<file path="config.mk">
export PLATFORM = sky130hd
export DESIGN_NAME = pipe_ctrl_flat
export DESIGN_NICKNAME = d
export VERILOG_FILES = /design/src/rtl/pipe_ctrl_if.sv /design/src/rtl/pipe_ctrl.sv /design/src/flat_wrapper.sv
export SDC_FILE = /design/constraint.sdc
export NUM_CORES = 1
export LEC_CHECK = 0
export ABC_CLOCK_PERIOD_IN_PS = 4000
export BUFFER_PORTS_ARGS = -buffer_cell sky130_fd_sc_hd__buf_4
export CORE_UTILIZATION = 40
export CTS_BUF_LIST = sky130_fd_sc_hd__clkbuf_8
export CTS_CLUSTER_SIZE = 16
export DETAILED_ROUTE_END_ITERATION = 12
export PLACE_DENSITY = 0.64
export SLEW_MARGIN = 20
export SYNTH_ARGS = -nofsm -noshare
export SYNTH_HDL_FRONTEND = slang
export SYNTH_SLANG_ARGS = --single-unit
</file>
<file path="constraint.sdc">
create_clock -name clk -period 4 [get_ports clk]
set_input_delay 0.2 -clock clk [delete_from_list [all_inputs] [get_ports clk]]
set_output_delay 0.2 -clock clk [all_outputs]
set_load 0.02 [all_outputs]
</file>
<file path="src/rtl/pipe_ctrl_if.sv">
// Hazard/stall control bundle between the pipeline datapath and pipe_ctrl.
// The master drives the hazard inputs. The slave returns the stage enables and the status.
interface pipe_ctrl_if;
    logic [4:0]  id_rs;
    logic [4:0]  id_rt;
    logic [4:0]  ex_rt;
    logic        ex_memread;
    logic        jump_id;
    logic        branch_taken_ex;
    logic        mem_req;
    logic        mem_ready;
    logic        pc_en;
    logic        ifid_en;
    logic        idex_en;
    logic        exmem_en;
    logic        ifid_flush;
    logic        idex_bubble;
    logic        err;
    logic [1:0]  state;
    logic [15:0] stall_count;

    modport master (
        output id_rs, id_rt, ex_rt, ex_memread, jump_id, branch_taken_ex, mem_req, mem_ready,
        input  pc_en, ifid_en, idex_en, exmem_en, ifid_flush, idex_bubble, err, state, stall_count
    );

    modport slave (
        input  id_rs, id_rt, ex_rt, ex_memread, jump_id, branch_taken_ex, mem_req, mem_ready,
        output pc_en, ifid_en, idex_en, exmem_en, ifid_flush, idex_bubble, err, state, stall_count
    );
endinterface

</file>
<file path="src/rtl/pipe_ctrl.sv">
// Pipeline hazard controller: it handles load-use stalls, branch and jump flushes, and data-memory wait states.
// A memory timeout sends the controller to HALT, where it stays until reset.
module pipe_ctrl #(
    parameter int unsigned TIMEOUT = 255
) (
    input  logic         clk,
    input  logic         rst,
    pipe_ctrl_if.slave   bus
);

    typedef enum logic [1:0] {
        ST_RUN     = 2'b00,
        ST_MEMWAIT = 2'b01,
        ST_HALT    = 2'b10
    } state_e;

    typedef enum logic [2:0] {
        P_NORMAL  = 3'd0,
        P_FREEZE  = 3'd1,
        P_LOADUSE = 3'd2,
        P_BRANCH  = 3'd3,
        P_JUMP    = 3'd4
    } profile_e;

    localparam logic [7:0] WAIT_LAST = 8'(TIMEOUT - 1);

    state_e      state_q, state_d;
    logic [7:0]  wait_cnt_q, wait_cnt_d;
    logic        err_q, err_d;
    logic [15:0] stall_cnt_q, stall_cnt_d;

    profile_e    prof;
    profile_e    no_mem_prof;
    logic        load_use;
    logic        pc_en, ifid_en, idex_en, exmem_en, ifid_flush, idex_bubble;

    assign load_use = bus.ex_memread && (bus.ex_rt != 5'd0) &&
                      ((bus.ex_rt == bus.id_rs) || (bus.ex_rt == bus.id_rt));

    // A taken branch in EX already discards the ID instruction, so it outranks a jump or a load-use stall.
    assign no_mem_prof = bus.branch_taken_ex ? P_BRANCH  :
                         bus.jump_id         ? P_JUMP    :
                         load_use            ? P_LOADUSE : P_NORMAL;

    always_comb begin
        // NOTE: every variable gets a default before the case, so no path can leave it unassigned and infer a latch.
        state_d    = state_q;
        wait_cnt_d = wait_cnt_q;
        err_d      = err_q;
        prof       = P_FREEZE;
        case (state_q)
            ST_RUN: begin
                if (bus.mem_req && !bus.mem_ready) begin
                    state_d    = ST_MEMWAIT;
                    wait_cnt_d = 8'd0;
                end else begin
                    prof = no_mem_prof;
                end
            end
            ST_MEMWAIT: begin
                if (!bus.mem_ready) begin
                    if (wait_cnt_q == WAIT_LAST) begin
                        state_d = ST_HALT;
                        err_d   = 1'b1;
                    end else begin
                        wait_cnt_d = wait_cnt_q + 8'd1;
                    end
                end else begin
                    prof    = no_mem_prof;
                    state_d = ST_RUN;
                end
            end
            // The HALT state and the unused 2'b11 encoding both hold, with the pipeline frozen.
            default: prof = P_FREEZE;
        endcase
    end

    always_comb begin
        pc_en       = 1'b0;
        ifid_en     = 1'b0;
        idex_en     = 1'b0;
        exmem_en    = 1'b0;
        ifid_flush  = 1'b0;
        idex_bubble = 1'b0;
        if (rst) begin
            case (prof)
                P_NORMAL: begin
                    {pc_en, ifid_en, idex_en, exmem_en} = 4'b1111;
                end
                P_LOADUSE: begin
                    {pc_en, ifid_en, idex_en, exmem_en} = 4'b0011;
                    idex_bubble = 1'b1;
                end
                P_BRANCH: begin
                    {pc_en, ifid_en, idex_en, exmem_en} = 4'b1111;
                    ifid_flush  = 1'b1;
                    idex_bubble = 1'b1;
                end
                P_JUMP: begin
                    {pc_en, ifid_en, idex_en, exmem_en} = 4'b1111;
                    ifid_flush  = 1'b1;
                end
                default: ;
            endcase
        end
    end

    assign stall_cnt_d = (!pc_en && (stall_cnt_q != 16'hFFFF)) ? stall_cnt_q + 16'd1 : stall_cnt_q;

    always_ff @(posedge clk) begin
        // NOTE: state registers use non-blocking assignments, so every flop samples values from before the edge.
        if (!rst) begin
            state_q     <= ST_RUN;
            wait_cnt_q  <= 8'd0;
            err_q       <= 1'b0;
            stall_cnt_q <= 16'd0;
        end else begin
            state_q     <= state_d;
            wait_cnt_q  <= wait_cnt_d;
            err_q       <= err_d;
            stall_cnt_q <= stall_cnt_d;
        end
    end

    assign bus.pc_en       = pc_en;
    assign bus.ifid_en     = ifid_en;
    assign bus.idex_en     = idex_en;
    assign bus.exmem_en    = exmem_en;
    assign bus.ifid_flush  = ifid_flush;
    assign bus.idex_bubble = idex_bubble;
    assign bus.err         = err_q;
    assign bus.state       = state_q;
    assign bus.stall_count = stall_cnt_q;

endmodule
</file>
<file path="src/flat_wrapper.sv">
// flat-port wrapper written by rule: the top's interface ports become plain ports
module pipe_ctrl_flat 
#(
    parameter int unsigned TIMEOUT = 255
)
  (clk, rst, bus_id_rs, bus_id_rt, bus_ex_rt, bus_ex_memread, bus_jump_id, bus_branch_taken_ex, bus_mem_req, bus_mem_ready, bus_pc_en, bus_ifid_en, bus_idex_en, bus_exmem_en, bus_ifid_flush, bus_idex_bubble, bus_err, bus_state, bus_stall_count);
  pipe_ctrl_if bus_i ();
  input  logic clk;
  input  logic rst;
  input wire logic [$bits(bus_i.id_rs)-1:0] bus_id_rs;
  input wire logic [$bits(bus_i.id_rt)-1:0] bus_id_rt;
  input wire logic [$bits(bus_i.ex_rt)-1:0] bus_ex_rt;
  input wire logic [$bits(bus_i.ex_memread)-1:0] bus_ex_memread;
  input wire logic [$bits(bus_i.jump_id)-1:0] bus_jump_id;
  input wire logic [$bits(bus_i.branch_taken_ex)-1:0] bus_branch_taken_ex;
  input wire logic [$bits(bus_i.mem_req)-1:0] bus_mem_req;
  input wire logic [$bits(bus_i.mem_ready)-1:0] bus_mem_ready;
  output wire logic [$bits(bus_i.pc_en)-1:0] bus_pc_en;
  output wire logic [$bits(bus_i.ifid_en)-1:0] bus_ifid_en;
  output wire logic [$bits(bus_i.idex_en)-1:0] bus_idex_en;
  output wire logic [$bits(bus_i.exmem_en)-1:0] bus_exmem_en;
  output wire logic [$bits(bus_i.ifid_flush)-1:0] bus_ifid_flush;
  output wire logic [$bits(bus_i.idex_bubble)-1:0] bus_idex_bubble;
  output wire logic [$bits(bus_i.err)-1:0] bus_err;
  output wire logic [$bits(bus_i.state)-1:0] bus_state;
  output wire logic [$bits(bus_i.stall_count)-1:0] bus_stall_count;
  assign bus_i.id_rs = bus_id_rs;
  assign bus_i.id_rt = bus_id_rt;
  assign bus_i.ex_rt = bus_ex_rt;
  assign bus_i.ex_memread = bus_ex_memread;
  assign bus_i.jump_id = bus_jump_id;
  assign bus_i.branch_taken_ex = bus_branch_taken_ex;
  assign bus_i.mem_req = bus_mem_req;
  assign bus_i.mem_ready = bus_mem_ready;
  assign bus_pc_en = bus_i.pc_en;
  assign bus_ifid_en = bus_i.ifid_en;
  assign bus_idex_en = bus_i.idex_en;
  assign bus_exmem_en = bus_i.exmem_en;
  assign bus_ifid_flush = bus_i.ifid_flush;
  assign bus_idex_bubble = bus_i.idex_bubble;
  assign bus_err = bus_i.err;
  assign bus_state = bus_i.state;
  assign bus_stall_count = bus_i.stall_count;
  pipe_ctrl #(.TIMEOUT(TIMEOUT)) u_core (.clk(clk), .rst(rst), .bus(bus_i));
endmodule
</file>
### Word level (Yosys, flattened, before mapping)

Cells that the tools add are included.

* flip-flop bits (word level): 27
* output and inout bits: 25

* muxes and demuxes: 22
* reductions and logical operators: 18
* $add $sub $neg: 2
* bitwise operators: 1
* equality and inequality tests: 12

Operator list (number)
* $mux W8: 3
* $add A16 B1 Y16 const B: 1
* $ne A16 B16 Y1 const B: 1
* $pmux W8 S2: 1
* $mux W3: 4
* $eq A5 B5 Y1: 2
* $add A8 B1 Y8 const B: 1
* $eq A8 B8 Y1 const B: 1
* $mux W1: 8
* $mux W2: 4
* $eq A3 B2 Y1 const B: 2
* $pmux W3 S2: 1
* $reduce_and A3 Y1: 2
* $reduce_bool A5 Y1: 1
* $logic_and A1 B1 Y1: 4
* $ne A2 B2 Y1 const B: 2
* $pmux W2 S2: 1
* $reduce_and A4 Y1: 1
* $reduce_or A2 Y1: 2
* $reduce_or A4 Y1: 1
* $eq A3 B3 Y1 const B: 1
* $logic_not A3 Y1: 1
* $ne A3 B2 Y1 const B: 1
* $reduce_or A3 Y1: 1
* 7 further kinds: 8

### Logic depth before layout (Yosys ltp)

Gate-level depths: netlist (run 1).

* depth after elaboration: 14
* mapped depth: 9

### Worst setup path after synthesis (run 1)

OpenSTA, ideal clock, no wires.

* kind: register to register
* from: register u_core.stall_cnt_q[0], in the netlist u_core.bus.stall_count[0]
* to: register u_core.stall_cnt_q[1], in the netlist u_core.bus.stall_count[1]
* stages on the path, launching flop included: 10
* data required time: 3872 ps
* arrival time: 2040 ps
* setup slack: 1832 ps
* path buffers: 2
* cells stage by stage: dfxtp_1 > ha_1 > nand4_1 > or4_1 > nor2b_1 > o21ba_4 > buf_8 > buf_12 > mux2i_1 > nor2_1

* longest elaborated chain between the ends: 2
* elaborated cells between the ends (all ways): 3
* those cells by class: add/sub (1); eq/ne (1); reduce/logical (1)

RTL lines
* from (decl): RTL line pipe_ctrl.sv:30 `logic [15:0] stall_cnt_q, stall_cnt_d;`
* from (signal assigned): RTL line pipe_ctrl.sv:121 `stall_cnt_q <= stall_cnt_d;`
* parallel branches: the longest is 2 deep, another holds $add A16 B1 Y16

Several ways; the timed one is not identified.
A chain may end at the register's enable or synchronous reset.

### Final worst setup path (run 1)

* from: register u_core.wait_cnt_q[0]
* to: register u_core.wait_cnt_q[5]

* longest elaborated chain between the ends: 4
* elaborated cells between the ends (all ways): 7
* those cells by class: add/sub (1); eq/ne (2); mux (3); reduce/logical (1)

RTL lines
* from (decl): RTL line pipe_ctrl.sv:28 `logic [7:0] wait_cnt_q, wait_cnt_d;`
* from (signal assigned): RTL line pipe_ctrl.sv:119 `wait_cnt_q <= wait_cnt_d;`
* $add A8 B1 Y8: RTL line pipe_ctrl.sv:66 `wait_cnt_d = wait_cnt_q + 8'd1;`
* $mux W8: RTL line pipe_ctrl.sv:62 `if (wait_cnt_q == WAIT_LAST) begin`
* $mux W8: RTL line pipe_ctrl.sv:61 `if (!bus.mem_ready) begin`
* $pmux W8 S2: RTL line pipe_ctrl.sv:51 `case (state_q)`

Parallel ways exist; a longest one is shown, timed or not. The select of a mux whose other input is x is not followed.

==> summary.txt, run 1 <==
Status
  – Status: completed

Global routing
  – GRT overflow: 0
  – Global-route wire length before repair: 5770 um
  – Antenna violations before repair: 0
  – Largest net degree at the start of global routing: 26
  – Vias in the first global route: 1284
  – GRT Total Usage: 18.0%

Finish
  – Final core utilization: 52.5%
  – N_diodes: 0
  – Share of cells above drive strength 1: 22.2%
  – Fin cells: 278
  – Nets@finish: 256
  – Synth-to-Final Area Change: 25.7%

Synth
  – Number of synthesized flops with an enable pin: 0
  – Syn_area_per_cell: 8.23 um2
  – Synth unique cells: 37
  – Post-synth top flop: dfxtp_1
  – Ranking of synthesized cells by area: dfxtp_1, xor2_1, nor2_1
  – Synth top cells by count: dfxtp_1, nor2_1, nand2_1
  – Post-Syn Area: 1530 um2
  – Syn_nets: 211
  – Async S/R FF share, synth: 0%
  – Top-area cell type share of the netlist area: 35.3%
  – Most frequent cell after synthesis: dfxtp_1
  – Yosys warns: 0
  – Register bit total from synthesis: 27
  – Post-synth top area cell: dfxtp_1
  – Seq/Total Area, Yosys: 35.3%
  – Synthesized instance count: 186

Placement
  – IO Port Bufs: 46
  – Cell total after placement: 274
  – DP Wirelength: 2540 um
  – GP Congestion: 0.732

Clock network
  – H-tree levels: 1
  – Hold-fix buffers at CTS: 0
  – Reg clk slew, reported paths: 0.09 ns
  – CTS sink cnt: 27
  – Clk root buf: clkbuf_8
  – CTS tree: built
  – Clock latency on the worst-skew pair: 0.27 ns
  – CTS Buffer Depth: 2
  – CTS-repair resized insts: 0
  – Post-CTS Setup Bufs: 0
  – TritonCTS Buffers: 3

Critical path
  – Worst Path Required: 4.21 ns
  – Max Fanout on Critical Path: 6
  – Startpoint Class: flop
  – Worst Setup End Kind: flop
  – Reg2reg path depth: 7
  – Setup CP Type: reg -> reg
  – CP arrival: 2.36 ns

Routing
  – 1st-iter DRT viols: 50
  – Via count: 1434
  – Drt drc: 0
  – Post-DR wirelength/cell: 12.5 um
  – Final ANT Viol Nets: 0
  – Drt pass-1 iters: 4
  – Vias per inst: 5.16
  – Final Routed Wirelength: 3470 um

Power and ir drop
  – Power share of the sequential group: 54.0%
  – Int Pwr: 0.381 mW
  – Comb power frac: 16.7%
  – Max IR drop VDD: 122 uV
  – Clock share of power: 29.3%
  – Final Power: 0.516 mW
  – P_sw: 0.135 mW
  – Switching part of the total power: 26.2%
  – LEAKAGE: 0.782 nW
  – Pwr Density: 268 nW/um2

Timing
  – Fmax: 0.465 GHz
  – Worst Clk Skew: 0.00327 ns
  – Count of pins over their slew limit: 0
  – Period minus WS final: 2.15 ns
  – Max-Slew Margin vs Limit: 64.9%
  – RSZ-0062 raised after global routing: no
  – Period Utilization, post-route: 53.8%
  – Final setup fails: 0
  – Fin Setup TNS: 0 ns
  – Fin. Hold Viols: 0
  – Worst Tran Pin Value: 0.527 ns

Hold path
  – Hold Path Class: in -> reg
  – Cell depth of the worst hold path: 4

Job
  – Max Cap Viol: 0

Die
  – Full die area: 4080 um2
  – Core ar.: 3660 um2
  – Initial Util: 41.8%
  – Chip height: 63.9 um
  – Die span in x: 63.9 um
  – Row Count: 22
  – # IOs: 47
layout make-up:
type	count	area [um2]
multi-input cells	147	910
well taps	48	60.1
flip-flops and latches	27	541
clock buffers	3	41.3
clock inverters	1	3.75
fillers	362	1740
inverters	6	22.5
repair buffers	46	345
power by group through the flow:
stage / combinational, mW / sequential (mW) / clock [mW]
2_1_floorplan: 0.0492 / 0.289 / 0
3_3_place_gp: 0.0869 / 0.284 / 0
3_5_place_dp: 0.0865 / 0.285 / 0
4_1_cts: 0.0870 / 0.279 / 0.157
5_1_grt: 0.0955 / 0.280 / 0.169
6_report: 0.0861 / 0.279 / 0.151
metrics by stage:
step / setup slack, ns / instance area, um2 / hold slack [ns]
detailed placement: 1.86 / 1880 / 0.467
finish: 1.85 / 1920 / 0.239
CTS: 1.84 / 1920 / 0.228
global placement: 1.91 / 1880 / 0.466
global route: 1.59 / 1920 / 0.236
floorplan: 1.83 / 1530 / 0.379
layer usage:
metal  GRT usage [%]  share of wire [%]  vias to the layer above
met5               0                  0                        -
met4            6.82                1.3                        0
met3            3.75                7.5                        4
met2            27.7                 42                       42
met1            24.3                 50                      635
li1                -                  -                      753
path summary, 6_finish.rpt:
kind | from | endpoint | slack (ns)
worst max-delay path | u_core.wait_cnt_q[0] | u_core.wait_cnt_q[5] | 1.85
worst min-delay path | bus_mem_ready | u_core.bus.state[1] | 0.24
worst max register to register | u_core.wait_cnt_q[0] | u_core.wait_cnt_q[5] | 1.85
worst min register to register | u_core.bus.err | u_core.bus.err | 0.48
cells in the final DEF (no fill, tap or decap), drive strengths merged, types with 6 or more instances in the layout:
cell / count
a21oi: 13
and3: 6
buf: 46
dfxtp: 27
inv: 7
nand2: 18
nand3: 6
nand4: 6
nor2: 21
o21ai: 10
or3: 7
xor2: 15
cell families after synthesis:
kind of cell | after synthesis | share of synthesized area [%]
flops | 27 | 35.3
xor+xnor | 15 | 8.59
fa+ha+maj | 3 | 2.45
mux | 4 | 2.62
simple gates | 87 | 29.4
compound gates | 38 | 16.4
buf+inv | 12 | 5.23
flip-flops by register name, indices dropped and copies added (netlist names):
name                    count
u_core.bus.err              1
u_core.bus.stall_count     16
u_core.bus.state            2
u_core.wait_cnt_q           8
worst max-delay path: stages (launching register included):
cell and delay [ns]:
dfxtp_1 0.38, inv_1 0.08, ha_1 0.18, and3_1 0.20
a311oi_2 0.47, nand4_1 0.27, or3_1 0.36, a21oi_1 0.14
No activity file was read; power rests on OpenSTA's default activity.
==> run 2, diff against run 1 <==
Settings changed: ABC_AREA set to 1, ABC_CLOCK_PERIOD_IN_PS 4000 to 2000, PLACE_DENSITY 0.64 to 0.62.
Clock period 4 ns to 2 ns, I/O delays scaled along.
==> run 2 against run 1 <==
  * The run now ends with design-rule violations left
  * Cell count rose by 39%
  * Die area rose by 25%
  * Sequential share of layout area fell by 5.4 points
  * Routed wire length rose by 24%
  * Worst hold slack got worse by 0.15 ns
  * Synthesized cell count rose by 53%
  * Sequential power rose by 100%
  * Critical path depth rose by 2
  * Global-route usage rose by 0.80 points
  * Register-to-register slack got worse by 1.6 ns
  * Sequential cell count did not move
  * Total power rose by 120%
  * Critical endpoint is now bus_pc_en
  * Largest power group unchanged
  * Highest routed layer unchanged
==> summary.txt, run 2 <==
Global routing
  – Largest net degree at the start of global routing: 24 (was 26)
  – Global-route wire length before repair: 7840 um (was 5770 um)
  – Vias in the first global route: 1803 (was 1284)
  – Antenna violations before repair: 0 (unchanged)
  – GRT Total Usage: 18.8% (was 18.0%)
  – GRT overflow: 0 (unchanged)

Critical path
  – Reg2reg path depth: 9 (was 7)
  – Worst Path Required: 1.90 ns (was 4.21 ns)
  – CP arrival: 1.74 ns (was 2.36 ns)
  – Startpoint Class: flop (unchanged)
  – Max Fanout on Critical Path: 20 (was 6)
  – Setup CP Type: reg -> out (was reg -> reg)
  – Worst Setup End Kind: output pin (was flop)
  – Crit. Startpoint: u_core.bus.state[0] (was u_core.wait_cnt_q[0])
  – Reg2reg setup slack: 0.24 ns (was 1.85 ns)
  – R2R Path Start: u_core.bus.stall_count[1] (was u_core.wait_cnt_q[0])
  – R2R Path End: u_core.bus.stall_count[8] (was u_core.wait_cnt_q[5])
  – CP endpoint: bus_pc_en (was u_core.wait_cnt_q[5])

Finish
  – Fin cells: 387 (was 278)
  – Footprint of the multi-input gates: 1180 um2 (was 910 um2)
  – Nets@finish: 361 (was 256)
  – Share of cells above drive strength 1: 28.4% (was 22.2%)
  – Max FFs per register: 16 (unchanged)
  – Fin area: 2380 um2 (was 1920 um2)
  – Commonest non-fill, non-tap cell in the layout: nand2_1 (was buf_4)
  – N_diodes: 0 (unchanged)
  – Synth-to-Final Area Change: 24.0% (was 25.7%)
  – Reg area: 541 um2 (unchanged)
  – Final core utilization: 53.2% (was 52.5%)
  – Commonest non-fill, non-tap cells in the layout: nand2_1, buf_4, inv_1 (was buf_4, dfxtp_1, nor2_1)
  – Fillers: 459 (was 362)

Routing
  – Final ANT Viol Nets: 0 (unchanged)
  – Via count: 1888 (was 1434)
  – Drt drc: 3 (was 0)
  – 1st-iter DRT viols: 139 (was 50)
  – Vias per inst: 4.88 (was 5.16)
  – Post-DR wirelength/cell: 11.1 um (was 12.5 um)
  – Drt pass-1 iters: 8 (was 4)
  – Final Routed Wirelength: 4300 um (was 3470 um)

Die
  – # IOs: 47 (unchanged)
  – Core ar.: 4470 um2 (was 3660 um2)
  – Full die area: 5080 um2 (was 4080 um2)
  – Chip height: 71.2 um (was 63.9 um)
  – Die span in x: 71.2 um (was 63.9 um)
  – Row Count: 24 (was 22)
  – Initial Util: 42.9% (was 41.8%)

Synth
  – Top-area cell type share of the netlist area: 28.2% (was 35.3%)
  – Async S/R FF share, synth: 0% (unchanged)
  – Synthesized instance count: 285 (was 186)
  – Most frequent cell after synthesis: nand2_1 (was dfxtp_1)
  – Synth top cells by count: nand2_1, inv_1, nor2_1 (was dfxtp_1, nor2_1, nand2_1)
  – Number of synthesized flops with an enable pin: 0 (unchanged)
  – Register bit total from synthesis: 27 (unchanged)
  – Synth unique cells: 32 (was 37)
  – Yosys warns: 0 (unchanged)
  – Seq/Total Area, Yosys: 28.2% (was 35.3%)
  – Syn_nets: 310 (was 211)
  – Post-synth top area cell: dfxtp_1 (unchanged)
  – Ranking of synthesized cells by area: dfxtp_1, nand2_1, inv_1 (was dfxtp_1, xor2_1, nor2_1)
  – Post-Syn Area: 1920 um2 (was 1530 um2)
  – Syn_area_per_cell: 6.73 um2 (was 8.23 um2)
  – Post-synth top flop: dfxtp_1 (unchanged)

Timing
  – Final setup fails: 0 (unchanged)
  – Worst Clk Skew: 0.00432 ns (was 0.00327 ns)
  – Fmax: 0.543 GHz
  – Count of pins over their slew limit: 0 (unchanged)
  – Fin. Hold Viols: 0 (unchanged)
  – Fin Setup TNS: 0 ns (unchanged)
  – Period Utilization, post-route: 92.1%
  – Period minus WS final: 1.84 ns
  – Worst Tran Pin Value: 0.354 ns (was 0.527 ns)
  – RSZ-0062 raised after global routing: yes (was no)
  – Max-Slew Margin vs Limit: 76.4% (was 64.9%)

Clock network
  – CTS tree: built (unchanged)
  – Hold-fix buffers at CTS: 0 (unchanged)
  – Clk root buf: clkbuf_8 (unchanged)
  – CTS sink cnt: 27 (unchanged)
  – CTS Buffer Depth: 2 (unchanged)
  – TritonCTS Buffers: 3 (unchanged)
  – Reg clk slew, reported paths: 0.10 ns (was 0.09 ns)
  – Clock latency on the worst-skew pair: 0.27 ns (about the same)
  – H-tree levels: 1 (unchanged)
  – CTS-repair resized insts: 0 (unchanged)

Status
  – Status: complete, but fails checks (was completed)
  – Violated checks: design-rule violations

Placement
  – IO Port Bufs: 46 (unchanged)
  – Cell total after placement: 382 (was 274)
  – GP Congestion: 0.813 (was 0.732)
  – Placed inst area: 2320 um2 (was 1880 um2)
  – DP Wirelength: 3340 um (was 2540 um)

Power and ir drop
  – Switching part of the total power: 30.0% (was 26.2%)
  – P_sw: 0.338 mW (was 0.135 mW)
  – Int Pwr: 0.787 mW (was 0.381 mW)
  – Power share of the sequential group: 50.0% (was 54.0%)
  – Pwr Density: 473 nW/um2 (was 268 nW/um2)
  – LEAKAGE: 1.07 nW (was 0.782 nW)
  – Clock share of power: 27.9% (was 29.3%)
  – Max IR drop VDD: 233 uV (was 122 uV)
  – Comb power frac: 22.1% (was 16.7%)

Hold path
  – Hold Path Class: in -> reg (unchanged)

Job
  – Max Cap Viol: 0 (unchanged)
[run 2: cells by family (layout without fill, tap and decap cells)]
logic type,count (synthesis),in the layout,synth area share [%]
AND/OR/NAND/NOR,162,163,42.2
flip-flops,27,27,28.2
adder cells (fa/ha/maj),3,3,1.96
XOR/XNOR,14,14,6.39
buffers and inverters,48,97,10.8
AO/OA/AOI/OAI,31,31,10.4
[run 2: area by class of cell]
type | count | area share [%]
Timing Repair Buffer | 53 | 16.7
Tap cell | 52 | 2.74
Inverter | 40 | 6.31
Clock inverter | 1 | 0.158
Multi-Input combinational cell | 211 | 49.6
Sequential cell | 27 | 22.7
Clock buffer | 3 | 1.74
[run 2: how the worst min path moves through the flow]
stage | start | end | cells past startpoint
5_1_grt | rst | u_core.bus.stall_count[0] | 3
2_1_floorplan | rst | u_core.bus.stall_count[0] | 2
3_5_place_dp | rst | u_core.bus.stall_count[0] | 3
3_3_place_gp | rst | u_core.bus.stall_count[0] | 3
6_report | rst | u_core.bus.stall_count[0] | 3
4_1_cts | rst | u_core.bus.stall_count[0] | 3
[run 2: metrics by stage]
stage	hold WS, ns	total power, mW	setup WS, ns
floorplan	0.220	0.736	0.239
global placement	0.391	0.820	0.280
detailed placement	0.389	0.822	0.211
CTS	0.0863	1.14	0.152
global route	0.104	1.19	-0.0105
finish	0.0906	1.12	0.158
[run 2: worst max-delay path: stages (launching register included)]
cell and delay [ns]:
dfxtp_1 0.39, inv_2 0.07, nor2_4 0.16, nand2_2 0.07, nand2_2 0.10, inv_2 0.06
nor3_4 0.14, nand2_4 0.17, nand2_1 0.14, buf_4 0.16
[run 2: power by group through the flow]
stage / registers [mW] / clock network (mW) / logic, mW
finish: 0.562 / 0.314 / 0.249
global route: 0.566 / 0.346 / 0.280
CTS: 0.563 / 0.328 / 0.247
detailed placement: 0.575 / 0 / 0.247
global placement: 0.574 / 0 / 0.246
floorplan: 0.583 / 0 / 0.153
[run 2: layer usage]
metal / global-route usage [%] / routed length [um] / vias to the layer above
li1: - / - / 1025
met1: 26.0 / 2180 / 828
met2: 30.5 / 1900 / 33
met3: 3.09 / 189 / 2
met4: 4.67 / 29 / 0
met5: 0 / 0 / -
[run 2: repair_timing]
item,CTS,global route
setup endpoints to repair,0,3
buffers inserted,0,0
hold endpoints to repair,0,0
==> run 3, diff against run 2 <==
Settings changed: ABC_CLOCK_PERIOD_IN_PS 2000 to 2050, SETUP_SLACK_MARGIN set to 0.05.
Clock period 2 ns to 2.05 ns, I/O delays scaled along.
==> run 3 against run 2 <==
  * Count of clock-buffer cells in the layout unchanged
  * Critical endpoint unchanged
  * Highest routed layer unchanged
  * Sequential share of layout area down 0.21 points
  * Sequential power down 2%
  * Non-clock buffer count up 2
  * Via count up 0.58%
  * Clock power down 1%
  * Total power down 1.3%
  * Core utilization up 0.50 points
  * Worst setup slack better by 0.042 ns
  * Sequential cell count unchanged
  * The flow still finishes with violations (design-rule violations)
==> summary.txt, run 3 (same netlist as run 2, synthesis figures left out) <==
Clock network
  – Clock latency on the worst-skew pair: 0.27 ns (about the same)
  – TritonCTS Buffers: 3 (unchanged)
  – Clk root buf: clkbuf_8 (unchanged)
  – CTS tree: built (unchanged)
  – CTS sink cnt: 27 (unchanged)
  – H-tree levels: 1 (unchanged)
  – CTS Buffer Depth: 2 (unchanged)
  – Reg clk slew, reported paths: 0.10 ns (about the same)

Die
  – Full die area: 5080 um2 (unchanged)
  – Core ar.: 4470 um2 (unchanged)
  – # IOs: 47 (unchanged)
  – Chip height: 71.2 um (unchanged)
  – Initial Util: 42.9% (unchanged)
  – Die span in x: 71.2 um (unchanged)
  – Row Count: 24 (unchanged)

Finish
  – Max FFs per register: 16 (unchanged)
  – Fin area: 2400 um2 (was 2380 um2)
  – Nets@finish: 363 (was 361)
  – Synth-to-Final Area Change: 25.2% (was 24.0%)
  – Commonest non-fill, non-tap cells in the layout: nand2_1, buf_4, inv_1 (unchanged)
  – Share of cells above drive strength 1: 28.8% (was 28.4%)
  – Fin cells: 389 (was 387)
  – Fillers: 457 (was 459)
  – Final core utilization: 53.7% (was 53.2%)
  – Commonest non-fill, non-tap cell in the layout: nand2_1 (unchanged)
  – N_diodes: 0 (unchanged)

Critical path
  – Max Fanout on Critical Path: 15 (was 20)
  – R2R Path End: u_core.bus.stall_count[9] (was u_core.bus.stall_count[8])
  – Worst Setup End Kind: output pin (unchanged)
  – Worst Path Required: 1.95 ns (was 1.90 ns)
  – R2R Path Start: u_core.bus.stall_count[0] (was u_core.bus.stall_count[1])
  – Reg2reg path depth: 9 (unchanged)
  – Setup CP Type: reg -> out (unchanged)
  – Reg2reg setup slack: 0.29 ns (was 0.24 ns)
  – CP arrival: 1.75 ns (was 1.74 ns)
  – Startpoint Class: flop (unchanged)

Global routing
  – Antenna violations before repair: 0 (unchanged)
  – Vias in the first global route: 1733 (was 1803)
  – Largest net degree at the start of global routing: 24 (unchanged)
  – GRT Total Usage: 17.9% (was 18.8%)
  – Global-route wire length before repair: 7450 um (was 7840 um)
  – GRT overflow: 0 (unchanged)

Timing
  – Worst Tran Pin Value: 0.301 ns (was 0.354 ns)
  – Final worst slack: 0.199 ns (was 0.158 ns)
  – Final setup fails: 0 (unchanged)
  – Count of pins over their slew limit: 0 (unchanged)
  – Fin Setup TNS: 0 ns (unchanged)
  – Hold slack: 0.103 ns (was 0.0906 ns)
  – Fmax: 0.540 GHz
  – Fin. Hold Viols: 0 (unchanged)
  – Period Utilization, post-route: 90.3%
  – Max-Slew Margin vs Limit: 79.9% (was 76.4%)
  – RSZ-0062 raised after global routing: no (was yes)
  – Worst Clk Skew: 0.00472 ns (was 0.00432 ns)
  – Period minus WS final: 1.85 ns

Power and ir drop
  – Final Power: 1.11 mW (was 1.12 mW)
  – Clock share of power: 27.9% (about the same)
  – Max IR drop VDD: 244 uV (was 233 uV)
  – P_sw: 0.336 mW (was 0.338 mW)
  – Power share of the sequential group: 49.5% (was 50.0%)
  – Comb power frac: 22.6% (was 22.1%)
  – Pwr Density: 463 nW/um2 (was 473 nW/um2)
  – Switching part of the total power: 30.3% (was 30.0%)
  – Int Pwr: 0.774 mW (was 0.787 mW)
  – LEAKAGE: 1.08 nW (was 1.07 nW)

Hold path
  – Hold EP: u_core.bus.stall_count[0] (unchanged)
  – HP Start: rst (unchanged)
  – Hold Path Class: in -> reg (unchanged)
  – Cell depth of the worst hold path: 3 (unchanged)

Placement
  – Cell total after placement: 379 (was 382)
  – Placed inst area: 2300 um2 (was 2320 um2)
  – DP Wirelength: 3260 um (was 3340 um)
  – GP Congestion: 0.784 (was 0.813)
  – IO Port Bufs: 46 (unchanged)
  – Setup Slack @ Placement: 0.265 ns (was 0.211 ns)

Routing
  – Via count: 1899 (was 1888)
  – Routed wl met2: 1920 um (was 1900 um)
  – 1st-iter DRT viols: 64 (was 139)
  – Drt pass-1 iters: 8 (unchanged)
  – Metal3 WL: 166 um (was 189 um)
  – Max layer used: met4 (unchanged)
  – Post-DR wirelength/cell: 11.2 um (was 11.1 um)
  – Vias per inst: 4.88 (about the same)
  – Routed met1 length: 2220 um (was 2180 um)
  – Drt drc: 3 (unchanged)
  – Final ANT Viol Nets: 0 (unchanged)
  – Final Routed Wirelength: 4350 um (was 4300 um)

Status
  – Violated checks: design-rule violations (unchanged)
  – Status: complete, but fails checks (unchanged)

Job
  – Max Cap Viol: 0 (unchanged)
-- run 3: worst max-delay path by stage --
stage                                 endpoint  slack (ns)  depth (start not counted)                       from
floorplan                            bus_pc_en        0.29                         10        u_core.bus.state[0]
global placement     u_core.bus.stall_count[0]        0.33                         10  u_core.bus.stall_count[1]
detailed placement  u_core.bus.stall_count[15]        0.27                          9  u_core.bus.stall_count[0]
CTS                                  bus_pc_en        0.07                          8        u_core.bus.state[0]
global route                         bus_pc_en        0.08                          8        u_core.bus.state[0]
finish                               bus_pc_en        0.20                          8        u_core.bus.state[0]
-- run 3: per-layer routing --
metal	GRT usage (%)	vias up
met4	5.78	0
li1	-	1030
met1	23.7	821
met5	0	-
met3	3.09	4
met2	29.8	44
-- run 3: timing repair --
action                                  4_1_cts  5_1_grt
hold buffers                                  0        0
resized for setup                             0        1
endpoints found under the setup margin        0        3
buffers inserted                              0        5
-- run 3: final cells by class --
type,count,area [um2],share of cell area (%)
Clock buffer,3,41.3,1.72
Clock inverter,1,3.75,0.156
Inverter,40,150,6.25
Multi-Input combinational cell,211,1190,49.5
Sequential cell,27,541,22.5
Tap cell,52,65.1,2.71
Timing Repair Buffer,55,413,17.2
-- run 3: power groups by stage --
| stage | combinational (mW) | sequential (mW) | clock [mW] |
|---|---|---|---|
| CTS | 0.238 | 0.550 | 0.322 |
| global route | 0.278 | 0.552 | 0.339 |
| detailed placement | 0.238 | 0.562 | 0 |
| floorplan | 0.149 | 0.569 | 0 |
| finish | 0.251 | 0.550 | 0.310 |
| global placement | 0.238 | 0.561 | 0 |
-- run 3: critical path, cell delays in order (launching register included) --
cell and delay [ns]:
dfxtp_1 0.40, inv_2 0.07, nor2_4 0.16, nand2_2 0.07
nand2_2 0.12, nand3_4 0.19, buf_4 0.22, nand2_1 0.09
buf_4 0.15
